--- src/rtl/instr_fetch_if.sv ---
// Fetch-stage bus bundle: instruction-memory read port plus the ID-facing
// instruction/redirect signals. master = fetch stage, slave = memory/ID side.
interface instr_fetch_if #(
  parameter int ARQ = 16,
  parameter int AW  = 14
);
  logic           stall;
  logic           jenable;
  logic           jop_lsb;
  logic           cmp_flag;
  logic [AW-1:0]  addr;
  logic           imem_rd;
  logic [AW-1:0]  imem_addr;
  logic [ARQ-1:0] imem_data;
  logic [ARQ-1:0] instr;
  logic           instr_valid;
  logic [AW-1:0]  pc_out;

  modport master (
    input  stall, jenable, jop_lsb, cmp_flag, addr, imem_data,
    output imem_rd, imem_addr, instr, instr_valid, pc_out
  );

  modport slave (
    output stall, jenable, jop_lsb, cmp_flag, addr, imem_data,
    input  imem_rd, imem_addr, instr, instr_valid, pc_out
  );
endinterface

--- src/rtl/instr_fetch.sv ---
// Instruction fetch: PC, one-outstanding-read issue to a 1-cycle synchronous
// imem, a 2-entry prefetch buffer feeding ID, and J/JEQ redirect handling.
module instr_fetch #(
  parameter int ARQ = 16,
  parameter int AW  = 14
) (
  input  logic          clk,
  input  logic          rst,
  instr_fetch_if.master bus
);

  logic [AW-1:0]  fetch_pc;
  logic [AW-1:0]  buf_pc   [2];
  logic [ARQ-1:0] buf_word [2];
  logic [1:0]     count;
  logic           inflight;

  logic           take;
  logic           pop;
  logic           push;
  logic           rd;
  logic [2:0]     occ;
  logic [AW-1:0]  ret_pc;

  always_comb begin
    take   = bus.jenable & (~bus.jop_lsb | bus.cmp_flag);
    pop    = (count != 2'd0) & ~bus.stall;
    push   = inflight & ~take;
    occ    = {1'b0, count} + {2'b00, inflight};
    // rst gate keeps the strobe low while reset is held
    rd     = rst & ~take & (occ < (3'd2 + {2'b00, pop}));
    // inflight implies the previous edge issued, so the returning word's pc is fetch_pc-1
    ret_pc = fetch_pc - AW'(1);
  end

  assign bus.imem_rd     = rd;
  assign bus.imem_addr   = fetch_pc;
  assign bus.instr_valid = (count != 2'd0);
  assign bus.instr       = (count != 2'd0) ? buf_word[0] : '0;
  assign bus.pc_out      = (count != 2'd0) ? buf_pc[0]   : '0;

  always_ff @(posedge clk or negedge rst) begin
    if (!rst) begin
      fetch_pc    <= '0;
      count       <= '0;
      inflight    <= 1'b0;
      buf_pc[0]   <= '0;
      buf_pc[1]   <= '0;
      buf_word[0] <= '0;
      buf_word[1] <= '0;
    end else if (take) begin
      fetch_pc <= bus.addr;
      count    <= '0;
      inflight <= 1'b0;
    end else begin
      inflight <= rd;
      if (rd) fetch_pc <= fetch_pc + AW'(1);
      case ({push, pop})
        2'b10: begin
          buf_pc[count[0]]   <= ret_pc;
          buf_word[count[0]] <= bus.imem_data;
          count              <= count + 2'd1;
        end
        2'b01: begin
          buf_pc[0]   <= buf_pc[1];
          buf_word[0] <= buf_word[1];
          count       <= count - 2'd1;
        end
        2'b11: begin
          if (count == 2'd2) begin
            buf_pc[0]   <= buf_pc[1];
            buf_word[0] <= buf_word[1];
            buf_pc[1]   <= ret_pc;
            buf_word[1] <= bus.imem_data;
          end else begin
            buf_pc[0]   <= ret_pc;
            buf_word[0] <= bus.imem_data;
          end
        end
        default: ;
      endcase
    end
  end

endmodule

--- src/flat_wrapper.sv ---
// flat-port wrapper written by rule: the top's interface ports become plain ports
module instr_fetch_flat 
#(
  parameter int ARQ = 16,
  parameter int AW  = 14
)
  (clk, rst, bus_stall, bus_jenable, bus_jop_lsb, bus_cmp_flag, bus_addr, bus_imem_data, bus_imem_rd, bus_imem_addr, bus_instr, bus_instr_valid, bus_pc_out);
  instr_fetch_if #(.ARQ(ARQ), .AW(AW)) bus_i ();
  input  logic clk;
  input  logic rst;
  input wire logic [$bits(bus_i.stall)-1:0] bus_stall;
  input wire logic [$bits(bus_i.jenable)-1:0] bus_jenable;
  input wire logic [$bits(bus_i.jop_lsb)-1:0] bus_jop_lsb;
  input wire logic [$bits(bus_i.cmp_flag)-1:0] bus_cmp_flag;
  input wire logic [$bits(bus_i.addr)-1:0] bus_addr;
  input wire logic [$bits(bus_i.imem_data)-1:0] bus_imem_data;
  output wire logic [$bits(bus_i.imem_rd)-1:0] bus_imem_rd;
  output wire logic [$bits(bus_i.imem_addr)-1:0] bus_imem_addr;
  output wire logic [$bits(bus_i.instr)-1:0] bus_instr;
  output wire logic [$bits(bus_i.instr_valid)-1:0] bus_instr_valid;
  output wire logic [$bits(bus_i.pc_out)-1:0] bus_pc_out;
  assign bus_i.stall = bus_stall;
  assign bus_i.jenable = bus_jenable;
  assign bus_i.jop_lsb = bus_jop_lsb;
  assign bus_i.cmp_flag = bus_cmp_flag;
  assign bus_i.addr = bus_addr;
  assign bus_i.imem_data = bus_imem_data;
  assign bus_imem_rd = bus_i.imem_rd;
  assign bus_imem_addr = bus_i.imem_addr;
  assign bus_instr = bus_i.instr;
  assign bus_instr_valid = bus_i.instr_valid;
  assign bus_pc_out = bus_i.pc_out;
  instr_fetch #(.ARQ(ARQ), .AW(AW)) u_core (.clk(clk), .rst(rst), .bus(bus_i));
endmodule
--- config.mk ---
export PLATFORM = sky130hd
export DESIGN_NAME = instr_fetch_flat
export DESIGN_NICKNAME = d
export VERILOG_FILES = /design/src/rtl/instr_fetch_if.sv /design/src/rtl/instr_fetch.sv /design/src/flat_wrapper.sv
export SDC_FILE = /design/constraint.sdc
export NUM_CORES = 1
export LEC_CHECK = 0
export ABC_CLOCK_PERIOD_IN_PS = 6360
export BUFFER_PORTS_ARGS = -buffer_cell sky130_fd_sc_hd__buf_2
export CORE_MARGIN = 10
export CORE_UTILIZATION = 60
export DETAILED_ROUTE_END_ITERATION = 8
export PLACE_DENSITY = 0.95
export SLEW_MARGIN = 15
export SYNTH_ARGS = -nofsm -noshare
export SYNTH_HDL_FRONTEND = slang
export SYNTH_SLANG_ARGS = --single-unit
--- constraint.sdc ---
create_clock -name clk -period 6.36 [get_ports clk]
set_input_delay 1.272 -clock clk [delete_from_list [all_inputs] [get_ports clk]]
set_output_delay 1.272 -clock clk [all_outputs]
set_load 0.01 [all_outputs]
==> impl_metrics.json <==
{
  "status": "finished, final reports clean",
  "grt_start_max_net_pins": 59,
  "async_reset_ff_share_pct": 100,
  "io_buffers": 81,
  "min_delay_worst_endpoint": "u_core.buf_pc[18]$_DFFE_PN0P_",
  "r2r-start": "u_core.count[0]$_DFFE_PN0P_",
  "design_area_mm2": 0.00499,
  "area_growth_syn_to_layout_pct": 13.4,
  "coreArea_mm2": 0.00718,
  "ys_warn_count": 0,
  "ios": 82,
  "worst_ep_arrival_time_ns": 4.83,
  "antenna_cells": 0,
  "cts_hold_buf": 0,
  "path_common_cell": "a21oi_1",
  "syn_area_mm2": 0.00440,
  "cts_setup_buffers": 0,
  "ys.flop_type": "dfrtp_1",
  "fill_cells": 533,
  "post_synth_mux_area_share_pct": 5.35,
  "syn_nets": 524,
  "synth_seq_cells": 77,
  "fin_crit_sh_pct": 71.5,
  "synth_top_family_by_area": "simple AND/OR/NAND/NOR gates",
  "synth_compound_area_share_pct": 19.8,
  "synthCells": 480,
  "cts-root-buf": "clkbuf_8",
  "skew_ns": 0.0154,
  "required_ns": 6.64,
  "drtIter0Drc": 327,
  "remaining_drc_errors": 0,
  "synth_edf_count": 0,
  "report.final.hold_viol_count": 0,
  "tightest_slew_ns": 1.15,
  "fmax_mhz": 220,
  "rsz0062_at_grt": "no",
  "overflow": 0,
  "post_drt_wl_per_cell_um": 17.9,
  "power_density_mw_per_mm2": 419,
  "wl_um": 11600,
  "peakVddDrop_uv": 192,
  "numCtsBuffers": 9,
  "cp-end-kind": "flip-flop",
  "cts_max_level": 3,
  "setup_viol": 0,
  "dieArea_mm2": 0.0112,
  "min_from": "u_core.buf_pc[18]$_DFFE_PN0P_",
  "start_util_pct": 61.3,
  "slew_headroom_pct": 23.2,
  "critical_path.top_delay_family": "compound AO/OA/AOI/OAI gates",
  "min_path_cells": 2,
  "detail-route-antenna-nets": 0,
  "crit_type": "in2reg",
  "r2r_slack_ns": 1.94,
  "clockBufferDepth": 2,
  "ys_types": 52,
  "viasPerCell": 6.14,
  "place_hpwl_um": 8180,
  "critical_path.max_stage_delay_ns": 0.97,
  "cts_tree": "done",
  "maxCapViolCount": 0,
  "gp_congestion": 0.900,
  "crit_chain": "buf_2 -> o21bai_2 -> inv_1 -> ha_2 -> a21oi_1 -> a211oi_4 -> buf_4 -> nor2_1 -> a21oi_1",
  "vias": 3969,
  "fp-row-count": 31,
  "rr_worst_depth": 8,
  "syn_area_per_cell_um2": 9.17,
  "timing.rr.end": "u_core.buf_pc[8]$_DFFE_PN0P_",
  "clock_latency_ns": 0.36,
  "worst-path-buf-inv": 3,
  "grt.total_usage_pct": 20.7,
  "critPathLaunchType": "input pin",
  "layout-drive-gt1-share_pct": 24.3,
  "cts.repair.resized": 0,
  "yosys.area_share.simple_pct": 20.2,
  "slew_violations": 0,
  "min_path_type": "reg2reg",
  "path_max_fanout": 37,
  "die_h_um": 106,
  "setup-tns-final_ns": 0,
  "grt_pass1_vias": 4099,
  "cp_slowest_cell": "a211oi_4",
  "grt_pass1_wl_um": 19400,
  "synth_xor_area_share_pct": 4.38,
  "seq_area_frac_synth_pct": 43.8,
  "die_w_um": 106,
  "placed_area_mm2": 0.00481,
  "antenna_found_initial": 0,
  "clock_sinks": 77,
  "power_leakage_nw": 2.19,
  "nets": 586,
  "drtPass1Iterations": 5,
  "path_clk_slew_ns": 0.08,
  "synth_fa_ha_area_share_pct": 2.27,
  "period_needed_ns": 4.55
}
power by group:
group / internal [W] / leakage [nW] / switching, W
Combinational: 0.000380 / 1.19 / 0.000510
Clock: 0.000141 / 0.0824 / 0.000189
Sequential: 0.000702 / 0.914 / 0.000169
cell type report:
cell class	instances	area (µm²)	share of cell area [%]
clock inverter	6	38.8	0.778
multi-input combinational	360	2300	46.2
tap	99	124	2.48
clock buffer	10	128	2.56
sequential	77	1930	38.6
timing repair buffer	84	430	8.63
inverter	10	37.5	0.752
cell usage after synthesis (all sizes together), types with 6 or more instances:
| cell type | n | area, µm² |
|---|---|---|
| nor2 | 62 | 233 |
| buf | 17 | 86.3 |
| mux2 | 20 | 225 |
| o211a | 9 | 90.1 |
| nand4 | 7 | 43.8 |
| ha | 8 | 100 |
| o21ai | 26 | 141 |
| o211ai | 9 | 67.6 |
| xnor2 | 9 | 78.8 |
| a31oi | 20 | 125 |
| a21oi | 38 | 201 |
| inv | 10 | 37.5 |
| nor2b | 32 | 200 |
| a221oi | 16 | 140 |
| and2 | 6 | 41.3 |
| nand3 | 7 | 40.0 |
| nand2 | 45 | 169 |
| xor2 | 13 | 114 |
| dfrtp | 77 | 1930 |
| clkbuf | 16 | 60.1 |
through the flow:
step	util [%]	cells	hold WS [ns]	setup slack (ns)	total power [W]
3_3_place_gp	67.0	630	0.456	1.48	0.00168
3_5_place_dp	67.0	630	0.490	1.22	0.00176
2_1_floorplan	-	480	0.431	2.68	0.00147
5_1_grt	69.5	646	0.539	1.56	0.00223
4_1_cts	69.4	646	0.507	1.54	0.00208
6_report	69.5	646	0.500	1.81	0.00209
flip-flops by register name, summed over array words and instances, names as in the netlist:
| signal | flops |
|---|---|
| u_core.buf_pc | 28 |
| u_core.count | 2 |
| u_core.buf_word | 32 |
| u_core.inflight | 1 |
| u_core.bus.imem_addr | 14 |
cells by family after synthesis:
| logic type | count (synthesis) |
|---|---|
| buffers and inverters | 43 |
| muxes | 21 |
| AOI/OAI and AO/OA | 129 |
| xor gates and xnor gates | 22 |
| DFF | 77 |
| adders and majority gates | 8 |
| and+or+nand+nor | 180 |
metal layers:
| layer | GRT usage [%] | up-vias | share of wire [%] |
|---|---|---|---|
| li1 | - | 1820 | - |
| met1 | 25.4 | 1891 | 41 |
| met2 | 33.4 | 224 | 48 |
| met3 | 4.69 | 34 | 8.2 |
| met4 | 10.4 | 0 | 2.7 |
| met5 | 0 | - | 0 |
how the worst max path moves through the flow:
stage                       from                              to  cells past startpoint
finish                 bus_stall    u_core.buf_pc[8]$_DFFE_PN0P_                      9
global route           bus_stall    u_core.buf_pc[8]$_DFFE_PN0P_                      9
CTS                 bus_cmp_flag    u_core.buf_pc[8]$_DFFE_PN0P_                     11
detailed placement  bus_cmp_flag    u_core.buf_pc[8]$_DFFE_PN0P_                     11
global placement       bus_stall    u_core.buf_pc[2]$_DFFE_PN0P_                      9
floorplan           bus_cmp_flag  u_core.buf_word[0]$_DFFE_PN0P_                     11
worst register-to-register path: stages, from the launching register on:
cell	delay [ns]
dfrtp_1	0.88
o21bai_2	0.27
inv_1	0.61
ha_2	0.80
a21oi_1	0.18
a211oi_4	0.97
buf_4	0.39
nor2_1	0.10
a21oi_1	0.15
placed cells by master, fill, tap and decap left out, drive strengths merged, types with 2 or more instances in the layout:
master,instances
dfrtp,77
and3,3
o211ai,9
xor2,13
nor3,2
a21oi,38
o21ai,26
clkinvlp,2
nand3b,2
inv,11
nor3b,2
o22ai,2
nor4,3
and2,6
o2bb2ai,2
or3,2
a31oi,20
ha,8
nand2b,3
nand4,7
xnor2,9
buf,84
nor2b,32
clkinv,3
mux2,20
nand4b,2
nor2,62
clkbuf,10
nand2,45
o211a,9
a221oi,16
nand3,7
Note: power is estimated with default switching activity, not from simulation.
